===== src/rtl/fn_sw_seq.sv =====
// Bit-serial sequencer around a 1-bit AND/OR/XOR/XNOR unit: shifts operands LSB-first, collects y into a result.
// Latency: out_valid rises WIDTH cycles after the input handshake; one job per WIDTH+2 cycles at best.
// Backpressure: in_ready only in IDLE; result and out_valid held in DONE until out_ready.
module fn_sw_seq #(
  parameter int WIDTH = 8,
  parameter int CW    = $clog2(WIDTH+1)
) (
  input  logic             clk,
  input  logic             rst_n,
  input  logic             in_valid,
  output logic             in_ready,
  input  logic [WIDTH-1:0] op_a,
  input  logic [WIDTH-1:0] op_b,
  input  logic [1:0]       op_sel,
  output logic             fn_a,
  output logic             fn_b,
  output logic [1:0]       fn_sel,
  input  logic             fn_y,
  output logic             out_valid,
  input  logic             out_ready,
  output logic [WIDTH-1:0] result,
  output logic             busy
);

  typedef enum logic [1:0] {S_IDLE, S_SHIFT, S_DONE} state_t;

  state_t           r_state;
  state_t           w_next;
  logic [WIDTH-1:0] r_sa;
  logic [WIDTH-1:0] r_sb;
  logic [WIDTH-1:0] r_result;
  logic [1:0]       r_ssel;
  logic [CW-1:0]    r_cnt;
  logic             w_accept;
  logic             w_last;
  logic             w_out_fire;

  // in_ready is gated by reset so nothing is accepted while reset is held
  assign in_ready   = rst_n && (r_state == S_IDLE);
  assign w_accept   = in_valid && in_ready;
  assign w_last     = (r_cnt == CW'(WIDTH-1));
  assign w_out_fire = out_valid && out_ready;

  assign out_valid  = (r_state == S_DONE);
  assign busy       = (r_state == S_SHIFT) || (r_state == S_DONE);
  assign result     = r_result;
  // operand bits only reach the unit while shifting; select stays latched through DONE
  assign fn_a       = (r_state == S_SHIFT) && r_sa[0];
  assign fn_b       = (r_state == S_SHIFT) && r_sb[0];
  assign fn_sel     = (r_state == S_IDLE) ? 2'b00 : r_ssel;

  // state register
  always_ff @(posedge clk) begin
    if (!rst_n) r_state <= S_IDLE;
    else        r_state <= w_next;
  end

  // next-state: accept -> WIDTH shift cycles -> hold until the result is taken
  always_comb begin
    w_next = r_state;
    case (r_state)
      S_IDLE:  if (w_accept)   w_next = S_SHIFT;
      S_SHIFT: if (w_last)     w_next = S_DONE;
      S_DONE:  if (w_out_fire) w_next = S_IDLE;
      default: w_next = S_IDLE;
    endcase
  end

  // datapath: latch job in IDLE, shift operands out and y in (MSB side) during SHIFT
  always_ff @(posedge clk) begin
    if (!rst_n) begin
      r_sa     <= '0;
      r_sb     <= '0;
      r_result <= '0;
      r_ssel   <= 2'b00;
      r_cnt    <= '0;
    end else begin
      case (r_state)
        S_IDLE: begin
          if (w_accept) begin
            r_sa   <= op_a;
            r_sb   <= op_b;
            r_ssel <= op_sel;
            r_cnt  <= '0;
          end
        end
        S_SHIFT: begin
          r_result <= {fn_y, r_result[WIDTH-1:1]};
          r_sa     <= r_sa >> 1;
          r_sb     <= r_sb >> 1;
          r_cnt    <= r_cnt + CW'(1);
        end
        default: ;
      endcase
    end
  end

endmodule


===== config.mk =====
export PLATFORM = sky130hd
export DESIGN_NAME = fn_sw_seq
export DESIGN_NICKNAME = d
export VERILOG_FILES = /design/src/rtl/fn_sw_seq.sv
export SDC_FILE = /design/constraint.sdc
export NUM_CORES = 1
export LEC_CHECK = 0
export ABC_AREA = 1
export BUFFER_PORTS_ARGS = -buffer_cell sky130_fd_sc_hd__buf_4
export CORE_ASPECT_RATIO = 0.75
export CORE_MARGIN = 2
export CORE_UTILIZATION = 51
export CTS_BUF_LIST = sky130_fd_sc_hd__clkbuf_4 sky130_fd_sc_hd__clkbuf_8 sky130_fd_sc_hd__clkbuf_16
export CTS_CLUSTER_DIAMETER = 200
export CTS_CLUSTER_SIZE = 14
export DETAILED_ROUTE_END_ITERATION = 10
export PLACE_DENSITY = 0.77
export SETUP_SLACK_MARGIN = 0.15
export SLEW_MARGIN = 20
export SYNTH_ARGS = -nofsm -noshare
export SYNTH_HDL_FRONTEND = slang
export SYNTH_SLANG_ARGS = --single-unit

===== constraint.sdc =====
create_clock -name clk -period 1.7 [get_ports clk]
set_input_delay 0.34 -clock clk [delete_from_list [all_inputs] [get_ports clk]]
set_output_delay 0.34 -clock clk [all_outputs]
set_load 0.005 [all_outputs]

# --- Word-level counts from Yosys, hierarchy flattened ---
# Index checks and enable logic that the tools add are counted.
word_totals:
  regBits: 32
  input_bits: 23
op_classes:
  add_sub_neg: 1
  eq_ne: 6
  mux: 11
  reduce_logical: 11
ops:
  columns: ["op", "count"]
  rows:
  - ["$pmux 8 s2", 2]
  - ["$mux 8", 2]
  - ["$mux 2", 4]
  - ["$pmux 4 s2", 1]
  - ["$pmux 2 s3", 1]
  - ["$logic_and 1x1->1", 5]
  - ["$add 4x1->4 const B", 1]
  - ["$eq 4x3->1 const B", 1]
  - ["$mux 4", 1]
  - ["$ne 2x2->1 const B", 2]
  - ["$reduce_and 2->1", 2]
  - ["$reduce_and 3->1", 1]
  - ["$eq 2x1->1 const B", 1]
  - ["$eq 2x2->1 const B", 1]
  - ["$logic_not 2->1", 1]
  - ["$ne 2x1->1 const B", 1]
  - ["$reduce_bool 2->1", 1]
  - ["$logic_or 1x1->1", 1]

# --- Depth between registers and ports, before layout ---
# Gate-level depths: netlist of run 1.
logic_depth:
  depth_word: 5
  ltp_mapped: 9
  depth_no_buf: 8

# --- Worst setup path before layout of run 1 ---
# No wires, ideal clock.
synth_path:
  path_kind: "reg-to-reg"
  from: "register r_state[0]"
  to: "register r_sa[0]"
  setup_time_ns: 0.116
  arrival_time_ns: 1.255
  required_ns: 1.584
  setup_slack_ns: 0.329
  stages_incl_launch_ff: 9
  path_buffers: 2
  synth_period_minus_slack_ns: 1.371
  cell_sequence: "dfxtp_1 inv_1 ha_1 nand3_2 nand2_2 buf_6 buf_8 o21ai_0 nor2_1"
synth_via:
  elab_chain_cells: 5
  elab_cells_between_ends: 8
synth_lines:
  columns: ["element", "line_no", "text"]
  rows:
  - ["start, declared", "27", "state_t r_state;"]
  - ["start signal, assigned", "55", "else r_state <= w_next;"]
  - ["$logic_not 2->1", "39, 78", null]
  - ["$logic_and 1x1->1", "39", "assign in_ready = rst_n && (r_state == S_IDLE);"]
  - ["$logic_and 1x1->1", "40", "assign w_accept = in_valid && in_ready;"]
  - ["$ne 2x2->1 (no line)", null, null]
  - ["$reduce_and 2->1 (no line)", null, null]
  - ["end signal, assigned", "81", "r_sa <= op_a;"]
  - ["end signal, assigned", "89", "r_sa <= r_sa >> 1;"]
  - ["end, declared", "29", "logic [WIDTH-1:0] r_sa;"]
# Several ways; a longest one is shown, not always the timed one.
# A chain may end at the register's enable or synchronous reset.

# --- Worst setup path in the final report of run 1 ---
layout_path:
  from: "register r_state[1]"
  to: "output port fn_a"
layout_via:
  elab_chain_cells: 2
layout_lines:
  columns: ["element", "line_no", "text"]
  rows:
  - ["$eq 2x1->1", "48", "assign fn_a = (r_state == S_SHIFT) && r_sa[0];"]
  - ["$logic_and 1x1->1", "48", null]
  - ["end, declared", "15", "output logic fn_a,"]
# No other way between the ends.

==> results.sh, run 1 <==
export IMPL_status="completed"
export IMPL_period_minus_slack_ps=1545
export IMPL_path_depth=6
export IMPL_vdd_drop_max_mv=0.8678
export IMPL_grt_usage_pct=22.06
export IMPL_yosysTopAreaCellShare_pct=43.10
export IMPL_cts_buffer_depth=2
export IMPL_routed_wl_um=3621
export IMPL_cts_htree_levels=2
export IMPL_start_util_pct=55.41
export IMPL_num_rows=16
export IMPL_slew_viol_final=0
export IMPL_clk_pin_slew_ps=60
export IMPL_end_kind="primary output"
export IMPL_cts_root_buf="clkbuf_8"
export IMPL_clock_sinks=32
export IMPL_drt_initial_drc_count=138
export IMPL_place_area_mm2=0.001770
export IMPL_fp_dieArea_mm2=0.003367
export IMPL_num_vias=1496
export IMPL_place_gp_congestion=0.8213
export IMPL_num_antenna_cells=0
export IMPL_yosys_warnings=0
export IMPL_cp_endpoint="fn_a"
export IMPL_dieHeight_um=50.76
export IMPL_worstMarginPinSlew_ps=395.7
export IMPL_drive_above_1_share_pct=27.99
export IMPL_cp_start_kind="flop"
export IMPL_power_leakage_nw=1.010
export IMPL_setup_worst_path_class="reg2out"
export IMPL_yosysSeqAreaShare_pct=43.10
export IMPL_synthTopCellsByArea="dfxtp_1, nand2_1, nor2_1, o21ai_0, inv_1"
export IMPL_grt_busiest_layer="met2"
export IMPL_cp_startpoint="r_state[1]$_SDFFE_PN0P_"
export IMPL_r2r_end="r_state[1]$_SDFFE_PN0P_"
export IMPL_overflow=0
export IMPL_hold_class="in2reg"
export IMPL_crit_slowest_cell="dfxtp_2"
export IMPL_cap_violations=0
export IMPL_p_total_mw=3.161
export IMPL_r2r_worst_path_cells=6
export IMPL_cp_max_fo=8
export IMPL_dr_pass1_iters=4
export IMPL_use_met3_pct=6.278
export IMPL_ant_nets=0
export IMPL_fin_area_mm2=0.002002
export IMPL_cp_required_ps=1360
export IMPL_area_growth_pct=34.68
export IMPL_setup_viol=0
export IMPL_power_density_mw_per_mm2=1579
export IMPL_finalSetupTns_ps=0
export IMPL_syn_inst=220
export IMPL_antenna_found_initial=0
export IMPL_slew_headroom_pct=73.47
export IMPL_timing_fmax_mhz=647.0
export IMPL_clock_skew_final_ps=5.690
export IMPL_num_io_pins=38
export IMPL_synth_area_mm2=0.001486
export IMPL_slowest_delay_ps=340
export IMPL_final_hold_viol_count=0
export IMPL_cpLargestDelayFamily="flip-flops"
export IMPL_ys_ff_latch=32
export IMPL_grt_met2_usage_pct=34.50
export IMPL_clk_latency_ps=280
export IMPL_port_buffers=37
export IMPL_arrival_ps=1210
export IMPL_grt_max_degree=24
export IMPL_grt_pass1_vias=1314
export IMPL_cts_buffers=5
export IMPL_reg2reg_from="r_state[1]$_SDFFE_PN0P_"
export IMPL_cts_tree="yes"
export IMPL_postSynthNetCount=247
export IMPL_viasPerCell=4.921
export IMPL_critPathBufInv=4
export IMPL_fin_crit_sh_pct=90.91
export IMPL_rsz0062_at_grt="yes"
export IMPL_yosysUniqueCellTypes=18
export IMPL_synth_area_leader_cell="dfxtp_1"
export IMPL_finalNetCount=295
export IMPL_drc=0
export IMPL_use_met1_pct=28.57
export IMPL_wire_per_inst_um=11.91
export IMPL_coreArea_mm2=0.002683
export IMPL_dieWidth_um=66.34
export IMPL_cp_common_cell="buf_6"
export IMPL_grt_pass1_wl_um=5671
export IMPL_hpwl_um=2203
export IMPL_cp_cell_sequence="inv_4 -> ha_4 -> buf_6 -> nand2_2 -> inv_2 -> buf_6"
export IMPL_rrSetupSlack_ps=270
export IMPL_synth_area_per_cell_um2=6.756
## synth_stat cells (all sizes together)
master	n
o21ai	25
nand3	7
buf	9
inv	15
nand2	60
nor2	55
clkbuf	2
a21oi	11
dfxtp	32
ha	4
## layer usage
metal | part of all wire, % | routed length [um]
met3 | 5.2 | 188
met4 | 1.7 | 61
met1 | 45 | 1647
met5 | 0 | 0
met2 | 48 | 1724
## cell usage in the layout (no fill, tap or decap), drive strengths merged
cell type	netlist	final
a21oi	11	11
ha	4	4
dfxtp	32	32
buf	9	51
nor2	55	55
clkbuf	2	7
clkinvlp	0	2
o21ai	25	25
nand3	7	7
inv	15	14
nand2	60	60
## through the flow
step / utilization, % / setup slack, ps / std cells / hold slack, ps
floorplan: - / 329.4 / 220 / 429.7
finish: 74.63 / 154.5 / 304 / 284.6
global route: 74.63 / 105.2 / 304 / 337.5
CTS: 70.85 / 150.6 / 296 / 286.9
global placement: 66.00 / 178.5 / 287 / 441.5
detailed placement: 66.00 / 132.1 / 287 / 444.9
## cell type report
class | instances | area, um2
sequential | 32 | 643.1
tap | 36 | 45.04
timing repair buffer | 51 | 399.1
clock buffer | 7 | 96.34
multi-input combinational | 162 | 748.2
inverter | 15 | 65.06
timing repair inverter | 1 | 5.005
fill | 235 | 680.7
## worst min path at each step
stage	startpoint	to	slack (ps)	depth (start not counted)
after global placement	r_ssel[0]$_SDFFE_PN0P_	r_ssel[0]$_SDFFE_PN0P_	440	2
after floorplan	r_ssel[0]$_SDFFE_PN0P_	r_ssel[0]$_SDFFE_PN0P_	430	2
after CTS	fn_y	result[7]$_SDFFE_PN0P_	290	3
after detailed placement	r_ssel[0]$_SDFFE_PN0P_	r_ssel[0]$_SDFFE_PN0P_	440	2
final	fn_y	result[7]$_SDFFE_PN0P_	280	3
after global routing	fn_y	result[7]$_SDFFE_PN0P_	340	3
## logic make-up after synthesis
group,synth area share [%]
AND/OR/NAND/NOR,32.24
buffers and inverters,8.921
AO/OA/AOI/OAI,12.37
flip-flops,43.10
adder cells (fa/ha/maj),3.367
## power by group
part	internal (mW)	switching, mW	leakage [nW]
logic	0.638	0.791	0.697
registers	0.973	0.138	0.263
clock network	0.360	0.262	0.0503
total	1.97	1.19	1.01
## state kept, by name (all words and copies together) (netlist names)
signal	flops
r_cnt	4
r_state	2
r_sa	8
r_ssel	2
r_sb	8
result	8
## repair_timing
action                     in CTS  in global routing
resized for setup               7                 15
cloned                          1                  1
hold buffers                    0                  0
setup endpoints to repair      19                 26
hold endpoints to repair        0                  0
pin swaps                       0                  1
setup buffers                   1                  7
## worst reg2reg max path, cell delays in order, from the launching register on
cell,delay [ps]
dfxtp_2,340
inv_4,80
ha_4,190
clkinvlp_2,360
nand3_1,220
nand2_1,70
a21oi_1,110
Note: power is estimated with default switching activity, not from simulation.
==> run 2: changes to the inputs <==
--- a/config.mk
+++ b/config.mk
@@ -5,16 +5,16 @@
 export SDC_FILE = /design/constraint.sdc
 export NUM_CORES = 1
 export LEC_CHECK = 0
-export ABC_AREA = 1
+export ABC_AREA = 0
 export BUFFER_PORTS_ARGS = -buffer_cell sky130_fd_sc_hd__buf_4
 export CORE_ASPECT_RATIO = 0.75
 export CORE_MARGIN = 2
-export CORE_UTILIZATION = 51
+export CORE_UTILIZATION = 52
 export CTS_BUF_LIST = sky130_fd_sc_hd__clkbuf_4 sky130_fd_sc_hd__clkbuf_8 sky130_fd_sc_hd__clkbuf_16
 export CTS_CLUSTER_DIAMETER = 200
 export CTS_CLUSTER_SIZE = 14
 export DETAILED_ROUTE_END_ITERATION = 10
-export PLACE_DENSITY = 0.77
+export PLACE_DENSITY = 0.78
 export SETUP_SLACK_MARGIN = 0.15
 export SLEW_MARGIN = 20
 export SYNTH_ARGS = -nofsm -noshare
==> run 2 against run 1 <==
Synthesized cell count is 27% lower. Sequential power fell by 9%. First-iteration DRC count down 46%. Die area is 2.1% higher. Fmax decreased by 2.9%. Combinational power shrank 11%. Sequential cell count stayed put. Clock-buffer cell count down 1. Global-route usage decreased by 0.44 points. Critical path depth down 1. Largest cell class unchanged.
==> results.sh, run 2 <==
export IMPL_finalNetCount=234
export IMPL_fill_cells=216
export IMPL_routed_wl_um=3504
export IMPL_fp_dieArea_mm2=0.003438
export IMPL_num_io_pins=38
export IMPL_antenna_found_initial=0
export IMPL_port_buffers=37
export IMPL_synth_ff_type="dfxtp_1"
export IMPL_cts_tree="yes"
export IMPL_yosysSeqAreaShare_pct=41.32
export IMPL_clock_sinks=32
export IMPL_cpLargestDelayFamily="flip-flops"
export IMPL_syn_inst=161
export IMPL_grt_pass1_wl_um=5464
export IMPL_ant_nets=0
export IMPL_period_minus_slack_ps=1592
export IMPL_cts_buffer_depth=2
export IMPL_power_leakage_nw=1.044
export IMPL_num_vias=1303
export IMPL_regArea_um2=643.1
export IMPL_drc=0
export IMPL_start_util_pct=53.59
export IMPL_power_switching_uw=931.5
export IMPL_vdd_drop_max_mv=0.8775
export IMPL_setup_worst_path_class="reg2out"
export IMPL_yosysTopAreaCellShare_pct=41.32
export IMPL_wire_per_inst_um=14.24
export IMPL_cp_cell_sequence="inv_2 -> ha_4 -> buf_6 -> nor2b_1 -> buf_4"
export IMPL_synth_most_common_cell="dfxtp_1"
export IMPL_synth_edf_count=0
export IMPL_slowest_delay_ps=360
export IMPL_dieWidth_um=67.05
export IMPL_coreArea_mm2=0.002893
export IMPL_overflow=0
export IMPL_synthTopCellsByCount="dfxtp_1, mux2i_1, nand2_1"
export IMPL_end_kind="primary output"
export IMPL_synthArstFlopShare_pct=0
export IMPL_num_rows=17
export IMPL_cts_htree_levels=2
export IMPL_clk_pin_slew_ps=70
export IMPL_layout_common_cells="buf_4, dfxtp_1, mux2i_1, nand2_1"
export IMPL_synth_area_mm2=0.001550
export IMPL_area_growth_pct=35.59
export IMPL_cap_violations=0
export IMPL_finalSetupTns_ps=0
export IMPL_timing_fmax_mhz=628.2
export IMPL_setup_viol=0
export IMPL_ys_ff_latch=32
export IMPL_comb_power_share_pct=42.4
export IMPL_slew_headroom_pct=77.57
export IMPL_postSynthNetCount=188
export IMPL_drt_initial_drc_count=74
export IMPL_pwr_share_clk_pct=24.0
export IMPL_synthTopCellsByArea="dfxtp_1, mux2i_1, o211a_1, nor2b_1, nand2_1"
export IMPL_critPathBufInv=3
export IMPL_clock_skew_final_ps=3.319
export IMPL_swShare_pct=31.18
export IMPL_synth_area_per_cell_um2=9.629
export IMPL_cp_max_fo=5
export IMPL_hpwl_um=2279
export IMPL_p_int_mw=2.056
export IMPL_power_density_mw_per_mm2=1421
export IMPL_yosysUniqueCellTypes=24
export IMPL_num_antenna_cells=0
export IMPL_fin_crit_sh_pct=93.64
export IMPL_arrival_ps=1250
export IMPL_fin_hold_ws_ps=321.5
export IMPL_multi_input_area_um2=848.3
export IMPL_status="completed"
export IMPL_cts_buffers=5
export IMPL_grt_usage_pct=21.62
export IMPL_cp_start_kind="flop"
export IMPL_dr_pass1_iters=4
export IMPL_slew_viol_final=0
export IMPL_dieHeight_um=51.29
export IMPL_cts_root_buf="clkbuf_8"
export IMPL_hold_class="in2reg"
export IMPL_seqPwrFrac_pct=33.6
export IMPL_drive_above_1_share_pct=34.13
export IMPL_final_common_cell="buf_4"
export IMPL_synth_area_leader_cell="dfxtp_1"
export IMPL_place_gp_congestion=0.8552
export IMPL_yosys_warnings=0
export IMPL_rsz0062_at_grt="yes"
export IMPL_viasPerCell=5.297
export IMPL_grt_max_degree=29
export IMPL_cp_required_ps=1360
export IMPL_final_hold_viol_count=0
export IMPL_crit_slowest_cell="dfxtp_2"
export IMPL_worstMarginPinSlew_ps=334.2
export IMPL_clk_latency_ps=280
export IMPL_grt_pass1_vias=1262
==> run 2: changes by cell type in the layout (fill, tap and decap cells not counted), moves of 3 or more <==
cell      before  now
inv_1          9    2
nand2b_1       0    3
buf_6          3    7
buf_4         46   43
nand2_1       57   22
nor2_1        55    1
a21boi_0       0    4
mux2i_1        0   23
a21oi_1       10    6
o21ai_0       24    2
and2_4         0    3
nor2b_1        0   14
o211a_1        0   14
==> run 2: final timing paths <==
kind | startpoint | to | slack, ps | cells past startpoint
hold reg to reg | r_ssel[1]$_SDFFE_PN0P_ | r_ssel[1]$_SDFFE_PN0P_ | 470 | 2
hold / removal | fn_y | result[7]$_SDFFE_PN0P_ | 320 | 3
setup reg to reg | r_state[0]$_SDFFE_PN0P_ | r_sb[1]$_SDFFE_PN0P_ | 200 | 7
setup / recovery | r_state[0]$_SDFFE_PN0P_ | fn_sel[1] | 110 | 5
==> run 2: layout make-up <==
class | count | share of cell area (%)
flip-flops and latches | 32 | 30.60
clock inverters | 2 | 1.667
well taps | 38 | 2.262
inverters | 4 | 0.7143
multi-input cells | 112 | 40.36
clock buffers | 6 | 3.631
repair buffers | 52 | 20.77
==> run 2: timing repair <==
item / 4_1_cts / 5_1_grt
setup buffers: 7 / 2
endpoints found under the setup margin: 23 / 14
hold buffers: 0 / 0
gates cloned: 0 / 0
hold endpoints to repair: 0 / 0
gates resized for setup: 17 / 5
pin swaps: 2 / 1
==> run 2: tightest hold or removal path, stage by stage <==
cell and delay [ps]:
buf_4 80, mux2i_1 60, nor2b_1 90
==> run 2: cells by family after synthesis <==
family | after synthesis | share of synthesized area (%)
compound gates | 31 | 16.30
fa+ha+maj | 4 | 3.229
buf+inv | 17 | 6.376
flops | 32 | 41.32
mux | 23 | 14.85
simple gates | 54 | 17.92
==> run 2: metrics by stage <==
step | power [mW] | worst slack (ps) | util (%) | area, um2 | instances
3_5_place_dp | 2.012 | 89.26 | 63.93 | 1849 | 229
3_3_place_gp | 1.965 | 196.4 | 63.93 | 1849 | 229
5_1_grt | 3.159 | 68.31 | 72.66 | 2102 | 246
4_1_cts | 2.934 | 113.8 | 71.63 | 2072 | 244
2_1_floorplan | 1.757 | 180.7 | - | 1550 | 161
6_report | 2.988 | 108.2 | 72.66 | 2102 | 246
==> run 2: routing by layer <==
metal	part of all wire, %	vias to the layer above	track usage [%]
li1	-	652	-
met1	43	623	23.91
met2	52	24	37.62
met3	4.3	4	6.608
met4	0.77	0	10.20
met5	0	-	0
==> run 2: power groups by stage <==
| stage | clock, mW | sequential (mW) | combinational (mW) |
|---|---|---|---|
| after global placement | 0 | 0.999 | 0.966 |
| after CTS | 0.734 | 1.00 | 1.20 |
| final | 0.716 | 1.01 | 1.27 |
| after global routing | 0.765 | 1.02 | 1.38 |
| after detailed placement | 0 | 1.01 | 1.00 |
| after floorplan | 0 | 0.984 | 0.773 |
